--- config.mk ---
export PLATFORM = sky130hd
export DESIGN_NAME = cycle_pc_unit_flat
export DESIGN_NICKNAME = d
export VERILOG_FILES = /design/src/rtl/cycle_pc_unit_if.sv /design/src/rtl/cycle_pc_unit.sv /design/src/flat_wrapper.sv
export SDC_FILE = /design/constraint.sdc
export NUM_CORES = 1
export LEC_CHECK = 0
export ABC_AREA = 1
export CAP_MARGIN = 20
export CORE_UTILIZATION = 51
export DETAILED_ROUTE_END_ITERATION = 7
export PLACE_DENSITY = 0.83
export SYNTH_ARGS = -nofsm -noshare
export SYNTH_HDL_FRONTEND = slang
export SYNTH_SLANG_ARGS = --single-unit
--- constraint.sdc ---
create_clock -name clk_ph2 -period 2.8 [get_ports clk_ph2]
set_input_delay 0.56 -clock clk_ph2 [delete_from_list [all_inputs] [get_ports clk_ph2]]
set_output_delay 0.56 -clock clk_ph2 [all_outputs]
set_load 0.01 [all_outputs]
--- src/rtl/cycle_pc_unit_if.sv ---
// Decoder-to-datapath bundle for the cycle/PC unit: control strobes and
// memory data in, instruction state and address out.
interface cycle_pc_unit_if;
   logic       I_cycle;
   logic       R_cycle;
   logic       PCL_ADL;
   logic       PCH_ADH;
   logic       ADD_ADL;
   logic       DL_ADH;
   logic       ADL_ABL;
   logic       ADH_ABH;
   logic       I_PC;
   logic       PCL_PCL;
   logic       PCH_PCH;
   logic       ADL_PCL;
   logic       ADH_PCH;
   logic [7:0] data_in;
   logic [7:0] add_in;
   logic [2:0] cycle;
   logic [7:0] IR;
   logic [7:0] DL;
   logic [15:0] pc;
   logic [15:0] addr;
   logic       sync;

   modport slave (
      input  I_cycle, R_cycle,
      input  PCL_ADL, PCH_ADH, ADD_ADL, DL_ADH,
      input  ADL_ABL, ADH_ABH,
      input  I_PC, PCL_PCL, PCH_PCH, ADL_PCL, ADH_PCH,
      input  data_in, add_in,
      output cycle, IR, DL, pc, addr, sync
   );

   modport master (
      output I_cycle, R_cycle,
      output PCL_ADL, PCH_ADH, ADD_ADL, DL_ADH,
      output ADL_ABL, ADH_ABH,
      output I_PC, PCL_PCL, PCH_PCH, ADL_PCL, ADH_PCH,
      output data_in, add_in,
      input  cycle, IR, DL, pc, addr, sync
   );
endinterface

--- src/rtl/cycle_pc_unit.sv ---
// 6502-style instruction cycle counter, IR/DL latches, wired-AND ADL/ADH
// internal buses, address bus registers and 16-bit program counter.
module cycle_pc_unit #(
   parameter logic [15:0] RESET_PC = 16'h0000
) (
   input  logic            clk_ph2,
   input  logic            rst,
   cycle_pc_unit_if.slave  bus
);

   localparam logic [2:0] CYC_FETCH = 3'd0;
   localparam logic [2:0] CYC_RESET = 3'd7;
   localparam logic [7:0] IR_RESET  = 8'hEA;

   logic [2:0]  cycle_q, cycle_d;
   logic [7:0]  ir_q,    ir_d;
   logic [7:0]  dl_q;
   logic [7:0]  pcl_q,   pch_q;
   logic [7:0]  abl_q,   abl_d;
   logic [7:0]  abh_q,   abh_d;
   logic [15:0] pc_d;

   logic [7:0]  adl_bus;
   logic [7:0]  adh_bus;
   logic [7:0]  pcl_src;
   logic [7:0]  pch_src;

   // Precharged buses: every enabled driver can only pull bits low.
   always_comb begin
      adl_bus = 8'hFF;
      if (bus.PCL_ADL) adl_bus = adl_bus & pcl_q;
      if (bus.ADD_ADL) adl_bus = adl_bus & bus.add_in;
   end

   always_comb begin
      adh_bus = 8'hFF;
      if (bus.PCH_ADH) adh_bus = adh_bus & pch_q;
      if (bus.DL_ADH)  adh_bus = adh_bus & dl_q;
   end

   always_comb begin
      cycle_d = cycle_q;
      if (bus.R_cycle)      cycle_d = CYC_FETCH;
      else if (bus.I_cycle) cycle_d = cycle_q + 3'd1;
   end

   // Opcode is captured only on the fetch edge so the decoder keeps the old IR during cycle 0.
   always_comb begin
      ir_d = ir_q;
      if (cycle_q == CYC_FETCH) ir_d = bus.data_in;
   end

   always_comb begin
      abl_d = abl_q;
      abh_d = abh_q;
      if (bus.ADL_ABL) abl_d = adl_bus;
      if (bus.ADH_ABH) abh_d = adh_bus;
   end

   // Bus load wins over the PC self-path; without either the PC recirculates.
   always_comb begin
      pcl_src = pcl_q;
      pch_src = pch_q;
      if (bus.ADL_PCL)      pcl_src = adl_bus;
      else if (bus.PCL_PCL) pcl_src = pcl_q;
      if (bus.ADH_PCH)      pch_src = adh_bus;
      else if (bus.PCH_PCH) pch_src = pch_q;
      pc_d = {pch_src, pcl_src} + {15'd0, bus.I_PC};
   end

   always_ff @(posedge clk_ph2 or negedge rst) begin
      if (!rst) begin
         cycle_q <= CYC_RESET;
         ir_q    <= IR_RESET;
         dl_q    <= 8'h00;
         pcl_q   <= RESET_PC[7:0];
         pch_q   <= RESET_PC[15:8];
         abl_q   <= RESET_PC[7:0];
         abh_q   <= RESET_PC[15:8];
      end else begin
         cycle_q <= cycle_d;
         ir_q    <= ir_d;
         dl_q    <= bus.data_in;
         pcl_q   <= pc_d[7:0];
         pch_q   <= pc_d[15:8];
         abl_q   <= abl_d;
         abh_q   <= abh_d;
      end
   end

   assign bus.cycle = cycle_q;
   assign bus.IR    = ir_q;
   assign bus.DL    = dl_q;
   assign bus.pc    = {pch_q, pcl_q};
   assign bus.addr  = {abh_q, abl_q};
   assign bus.sync  = (cycle_q == CYC_FETCH);

endmodule

--- src/flat_wrapper.sv ---
// flat-port wrapper written by rule: the top's interface ports become plain ports
module cycle_pc_unit_flat 
#(
   parameter logic [15:0] RESET_PC = 16'h0000
)
  (clk_ph2, rst, bus_I_cycle, bus_R_cycle, bus_PCL_ADL, bus_PCH_ADH, bus_ADD_ADL, bus_DL_ADH, bus_ADL_ABL, bus_ADH_ABH, bus_I_PC, bus_PCL_PCL, bus_PCH_PCH, bus_ADL_PCL, bus_ADH_PCH, bus_data_in, bus_add_in, bus_cycle, bus_IR, bus_DL, bus_pc, bus_addr, bus_sync);
  cycle_pc_unit_if bus_i ();
  input  logic clk_ph2;
  input  logic rst;
  input wire logic [$bits(bus_i.I_cycle)-1:0] bus_I_cycle;
  input wire logic [$bits(bus_i.R_cycle)-1:0] bus_R_cycle;
  input wire logic [$bits(bus_i.PCL_ADL)-1:0] bus_PCL_ADL;
  input wire logic [$bits(bus_i.PCH_ADH)-1:0] bus_PCH_ADH;
  input wire logic [$bits(bus_i.ADD_ADL)-1:0] bus_ADD_ADL;
  input wire logic [$bits(bus_i.DL_ADH)-1:0] bus_DL_ADH;
  input wire logic [$bits(bus_i.ADL_ABL)-1:0] bus_ADL_ABL;
  input wire logic [$bits(bus_i.ADH_ABH)-1:0] bus_ADH_ABH;
  input wire logic [$bits(bus_i.I_PC)-1:0] bus_I_PC;
  input wire logic [$bits(bus_i.PCL_PCL)-1:0] bus_PCL_PCL;
  input wire logic [$bits(bus_i.PCH_PCH)-1:0] bus_PCH_PCH;
  input wire logic [$bits(bus_i.ADL_PCL)-1:0] bus_ADL_PCL;
  input wire logic [$bits(bus_i.ADH_PCH)-1:0] bus_ADH_PCH;
  input wire logic [$bits(bus_i.data_in)-1:0] bus_data_in;
  input wire logic [$bits(bus_i.add_in)-1:0] bus_add_in;
  output wire logic [$bits(bus_i.cycle)-1:0] bus_cycle;
  output wire logic [$bits(bus_i.IR)-1:0] bus_IR;
  output wire logic [$bits(bus_i.DL)-1:0] bus_DL;
  output wire logic [$bits(bus_i.pc)-1:0] bus_pc;
  output wire logic [$bits(bus_i.addr)-1:0] bus_addr;
  output wire logic [$bits(bus_i.sync)-1:0] bus_sync;
  assign bus_i.I_cycle = bus_I_cycle;
  assign bus_i.R_cycle = bus_R_cycle;
  assign bus_i.PCL_ADL = bus_PCL_ADL;
  assign bus_i.PCH_ADH = bus_PCH_ADH;
  assign bus_i.ADD_ADL = bus_ADD_ADL;
  assign bus_i.DL_ADH = bus_DL_ADH;
  assign bus_i.ADL_ABL = bus_ADL_ABL;
  assign bus_i.ADH_ABH = bus_ADH_ABH;
  assign bus_i.I_PC = bus_I_PC;
  assign bus_i.PCL_PCL = bus_PCL_PCL;
  assign bus_i.PCH_PCH = bus_PCH_PCH;
  assign bus_i.ADL_PCL = bus_ADL_PCL;
  assign bus_i.ADH_PCH = bus_ADH_PCH;
  assign bus_i.data_in = bus_data_in;
  assign bus_i.add_in = bus_add_in;
  assign bus_cycle = bus_i.cycle;
  assign bus_IR = bus_i.IR;
  assign bus_DL = bus_i.DL;
  assign bus_pc = bus_i.pc;
  assign bus_addr = bus_i.addr;
  assign bus_sync = bus_i.sync;
  cycle_pc_unit #(.RESET_PC(RESET_PC)) u_core (.clk_ph2(clk_ph2), .rst(rst), .bus(bus_i));
endmodule
; Yosys cells after proc, flatten, opt, wreduce, memory -nomap -nowiden
; Cells that the tools add are included.
[totals]
register_bits = 51
output_inout_bits = 52
[op_classes]
mux = 8
add_sub_neg = 2
reduce_logical = 2
bitwise = 2
[op_table]
columns = cell, n
row1 = two-way mux 8 bit, 6
row2 = adder 16 x 1 -> 16 bit, 1
row3 = AND 8 bit, 2
row4 = two-way mux 3 bit, 2
row5 = adder 3 x 1 -> 3 bit (second input constant), 1
row6 = zero test 3 bit, 1
row7 = nonzero test 2 bit, 1

; Logic depth before layout (Yosys ltp)
[depth]
ltp_word = 5
depth_mapped = 11
ltp_nobuf = 11

; Least setup slack after synthesis
; Ideal clock, no wire load.
[synth_path]
path_type = input -> register
start = input port bus_ADD_ADL
end = register u_core.pch_q[0]
setup_ps = 123
required_ps = 2677
stages = 10
arrival_ps = 1836
slack_ps = 841
path_cell_list = buf_6 > inv_1 > o22ai_1 > o21ai_0 > ha_1 > ha_1 > nand3_2 > nor2_8 > nand2_2 > xor2_1
[synth_between]
elab_chain_cells = 3
[synth_lines]
columns = element, line_no
row1 = start: declaration, flat_wrapper.sv:14  ; input wire logic [$bits(bus_i.ADD_ADL)-1:0] bus_ADD_ADL;
row2 = two-way mux 8 bit, cycle_pc_unit.sv:32  ; if (bus.ADD_ADL) adl_bus = adl_bus & bus.add_in;
row3 = two-way mux 8 bit, cycle_pc_unit.sv:64  ; if (bus.ADL_PCL) pcl_src = adl_bus;
row4 = adder 16 x 1 -> 16 bit, cycle_pc_unit.sv:68  ; pc_d = {pch_src, pcl_src} + {15'd0, bus.I_PC};
row5 = named net u_core.pc_d[8], cycle_pc_unit.sv:21  ; logic [15:0] pc_d;
row6 = end signal: assignment, cycle_pc_unit.sv:77  ; pch_q <= RESET_PC[15:8];
row7 = end signal: assignment, cycle_pc_unit.sv:85  ; pch_q <= pc_d[15:8];
row8 = end: declaration, cycle_pc_unit.sv:18  ; logic [7:0] pcl_q, pch_q;
; The timed path passes the listed nets, and every way through them passes these cells.
; A chain may end at the register's enable or synchronous reset.

; Final worst setup path
[layout_path]
start = register u_core.cycle_q[0], in the netlist u_core.bus.cycle[0]
end = output port bus_sync
[layout_between]
elab_chain_cells = 1
[layout_lines]
columns = element, line_no
row1 = start: declaration, cycle_pc_unit.sv:15  ; logic [2:0] cycle_q, cycle_d;
row2 = start signal: assignment, cycle_pc_unit.sv:81  ; cycle_q <= cycle_d;
row3 = zero test 3 bit, cycle_pc_unit.sv:96  ; assign bus.sync = (cycle_q == CYC_FETCH);
row4 = end: declaration, flat_wrapper.sv:30  ; output wire logic [$bits(bus_i.sync)-1:0] bus_sync;
; No other way between the ends.

==> results.md <==
* Status: completed
* Core outline area at 5140 um^2
* Fin. max-slew vios at 0
* # nets final at 469
* Sum of buffers and inverters on the critical path at 3
* Total GRT Usage at 0.2354
* DIE HEIGHT at 75.47 um
* CP Data Required Time at 2240 ps
* CTS Root Cell: clkbuf_8
* Post-Syn Nets at 383
* H-tree depth at 2
* Leak pwr at 1.917 nW
* Period utilization at 0.8517
* Min-Delay Path Class: input port to asynchronous set/reset pin
* CP endpoint kind: output pin
* Hold WS at 396.4 ps
* Top delay family on crit path: buffers and inverters
* Starting Density at 0.5355
* Routed WL per cell at 12.29 um
* WL final at 6208 um
* Unrepaired setup endpoints after global routing: no
* Measured slew at the worst slew-check pin at 959.9 ps
* Vias in the first global route at 2273
* Netlist cell types at 33
* IO buf count at 80
* Worst path max stage delay at 570 ps
* Initial antenna violation count at 0
* Startpoint Class: register
* DP HPWL at 4818 um
* Max Root-Sink Buffers at 2
* Register area share after synthesis at 0.4673
* DRT Pass-1 Iters at 5
* Top-level port count at 83
* Largest net degree at the start of global routing at 47
* 1st-iter DRT viols at 126
* Total grt overflow at 0
* Vias/cell at 4.772
* Post-synthesis cell count at 348
* DRC at 0
* Register bit count reported by yosys at 51
* Post-route ant nets at 0
* Hold Vio Cnt, Final at 0
* CTS-repair resized insts at 0
* Clock sinks at 51
* Die area at 5695 um^2
* Max-Cap Viols at 0
* Reg-to-reg slack, setup at 910 ps
* Via count at 2410
* Setup TNS at 0 ps
* Worst-skew pair later-pin latency at 310 ps
* Yosys Warn Count at 0
* CP Cell Sequence: inv_1 > ha_1 > nand2_1 > clkinv_1 > clkdlybuf4s50_1
* First-pass GRT wire length at 10020 um
* Max-slew headroom at 0.3600
* Max Freq at 419.3 MHz
* Post-layout util at 0.7259
* CP Class: register to output pin
* CTS tree: yes
* Peak supply drop at 0.4393 mV
* Ant diodes at 0
* Share of cells above drive strength 1 at 0.1195
* Tmin final at 2385 ps
* Slowest CP cell: dfstp_2
* Data arrival, critical path at 1820 ps
* Die width at 75.47 um
* Final setup fails at 0
* Synthesized area at 2753 um^2
* Peak fanout along the critical path at 4
* CTS Buf Count at 5
* Total power at 2.112 mW
* Setup Skew at 10.61 ps
* Hold_buf cts at 0
* Synthesis-to-layout area growth at 35.55%
* Setup Buffers After CTS at 0
* Syn_area_per_cell at 7.910 um^2
* CTS clk-pin slew, worst paths at 90 ps
* # rows at 26
* Cell Pwr Density at 565.9 nW/um^2
* RePlAce Congestion at 0.8531
==> cell usage in the layout, fill, tap and decap left out, types with 7 or more instances in the layout <==
master           count
xor2_1               7
clkdlybuf4s50_1     79
dfstp_2              8
o21ai_0             17
nand2_1            152
dfrtp_1             43
inv_1               43
buf_4                9
nand2_2              9
nor2_1              13
nand3_1             10
==> through the flow <==
step           area (um^2)  instances  worst slack, ps
2_1_floorplan         2753        348            840.8
3_5_place_dp          3625        497            266.9
6_report              3731        505            415.3
5_1_grt               3731        505            340.9
3_3_place_gp          3625        497            350.9
4_1_cts               3731        505            382.3
==> power by group <==
group | total [mW] | internal, mW | leakage [nW] | switching (mW)
logic | 0.695 | 0.337 | 1.28 | 0.358
registers | 0.918 | 0.850 | 0.582 | 0.0682
clock network | 0.499 | 0.267 | 0.0524 | 0.231
==> final cells by class <==
type	count	area, um^2
inverters	46	172.7
flip-flops and latches	51	1286
repair buffers	89	863.3
clock inverters	1	30.03
well taps	70	87.58
fillers	447	1409
clock buffers	7	76.32
multi-input cells	241	1215
==> final timing paths <==
check	startpoint	end	depth (start not counted)
setup reg to reg	u_core.pcl_q[0]	u_core.pch_q[0]	8
min in group clk_ph2	u_core.abl_q[0]	u_core.abl_q[0]	2
max in group asynchronous	rst	u_core.bus.IR[5]	2
hold / removal	rst	u_core.abh_q[3]	1
setup / recovery	u_core.bus.cycle[0]	bus_sync	5
hold reg to reg	u_core.abl_q[0]	u_core.abl_q[0]	2
==> worst register-to-register path: cells and delay by family, from the launching register on <==
| kind | cells | cell delay, ps |
|---|---|---|
| simple gates | 3 | 420 |
| flops | 1 | 390 |
| compound gates | 2 | 350 |
| fa+ha+maj | 2 | 470 |
| xor+xnor | 1 | 150 |
==> kinds of logic (layout without fill, tap and decap cells) <==
group | Yosys count | count (layout) | synth area share
fa+ha+maj | 4 | 4 | 0.01818
buf+inv | 56 | 143 | 0.09136
xor+xnor | 9 | 9 | 0.03137
flops | 51 | 51 | 0.4673
compound gates | 29 | 29 | 0.07046
simple gates | 199 | 199 | 0.3214
==> cells in the mapped netlist <==
master,number,share of area
a21boi_4,1,0.0068
ha_1,4,0.018
xor2_1,7,0.022
inv_2,2,0.0027
nand3_1,10,0.018
nand2_2,9,0.020
buf_6,5,0.020
dfrtp_1,43,0.39
inv_1,43,0.059
o22ai_1,2,0.0045
dfstp_2,8,0.076
clkinv_1,1,0.0014
o21bai_4,1,0.0068
nand3_2,2,0.0073
nand4_1,3,0.0068
o21ai_1,2,0.0036
a21boi_1,1,0.0027
a21oi_1,2,0.0036
nor2_2,2,0.0045
buf_2,3,0.0055
nand2_4,2,0.0082
xor2_2,1,0.0059
nor3_1,1,0.0018
clkbuf_1,2,0.0027
nand3_4,1,0.0064
a21boi_2,2,0.0082
xnor2_1,1,0.0032
o21ai_2,1,0.0032
nor2_1,13,0.018
o21ai_0,17,0.031
nand2_1,152,0.21
nor2_8,2,0.015
nor2_4,2,0.0082
==> sequential cells by signal, indices dropped and copies added, names as in the netlist <==
register	flops
u_core.abh_q	8
u_core.abl_q	8
u_core.bus.DL	8
u_core.bus.IR	8
u_core.pch_q	8
u_core.bus.cycle	3
u_core.pcl_q	8
==> per-layer routing <==
metal  up-vias  wire (um)  GRT usage  part of all wire
li1       1233          -          -                 -
met1      1116       2733     0.2918              0.44
met2        55       3095     0.4067              0.50
met3         6        317    0.06349             0.051
met4         0         61    0.06379            0.0098
met5         -          0          0                 0
Note: power is estimated with default switching activity, not from simulation.
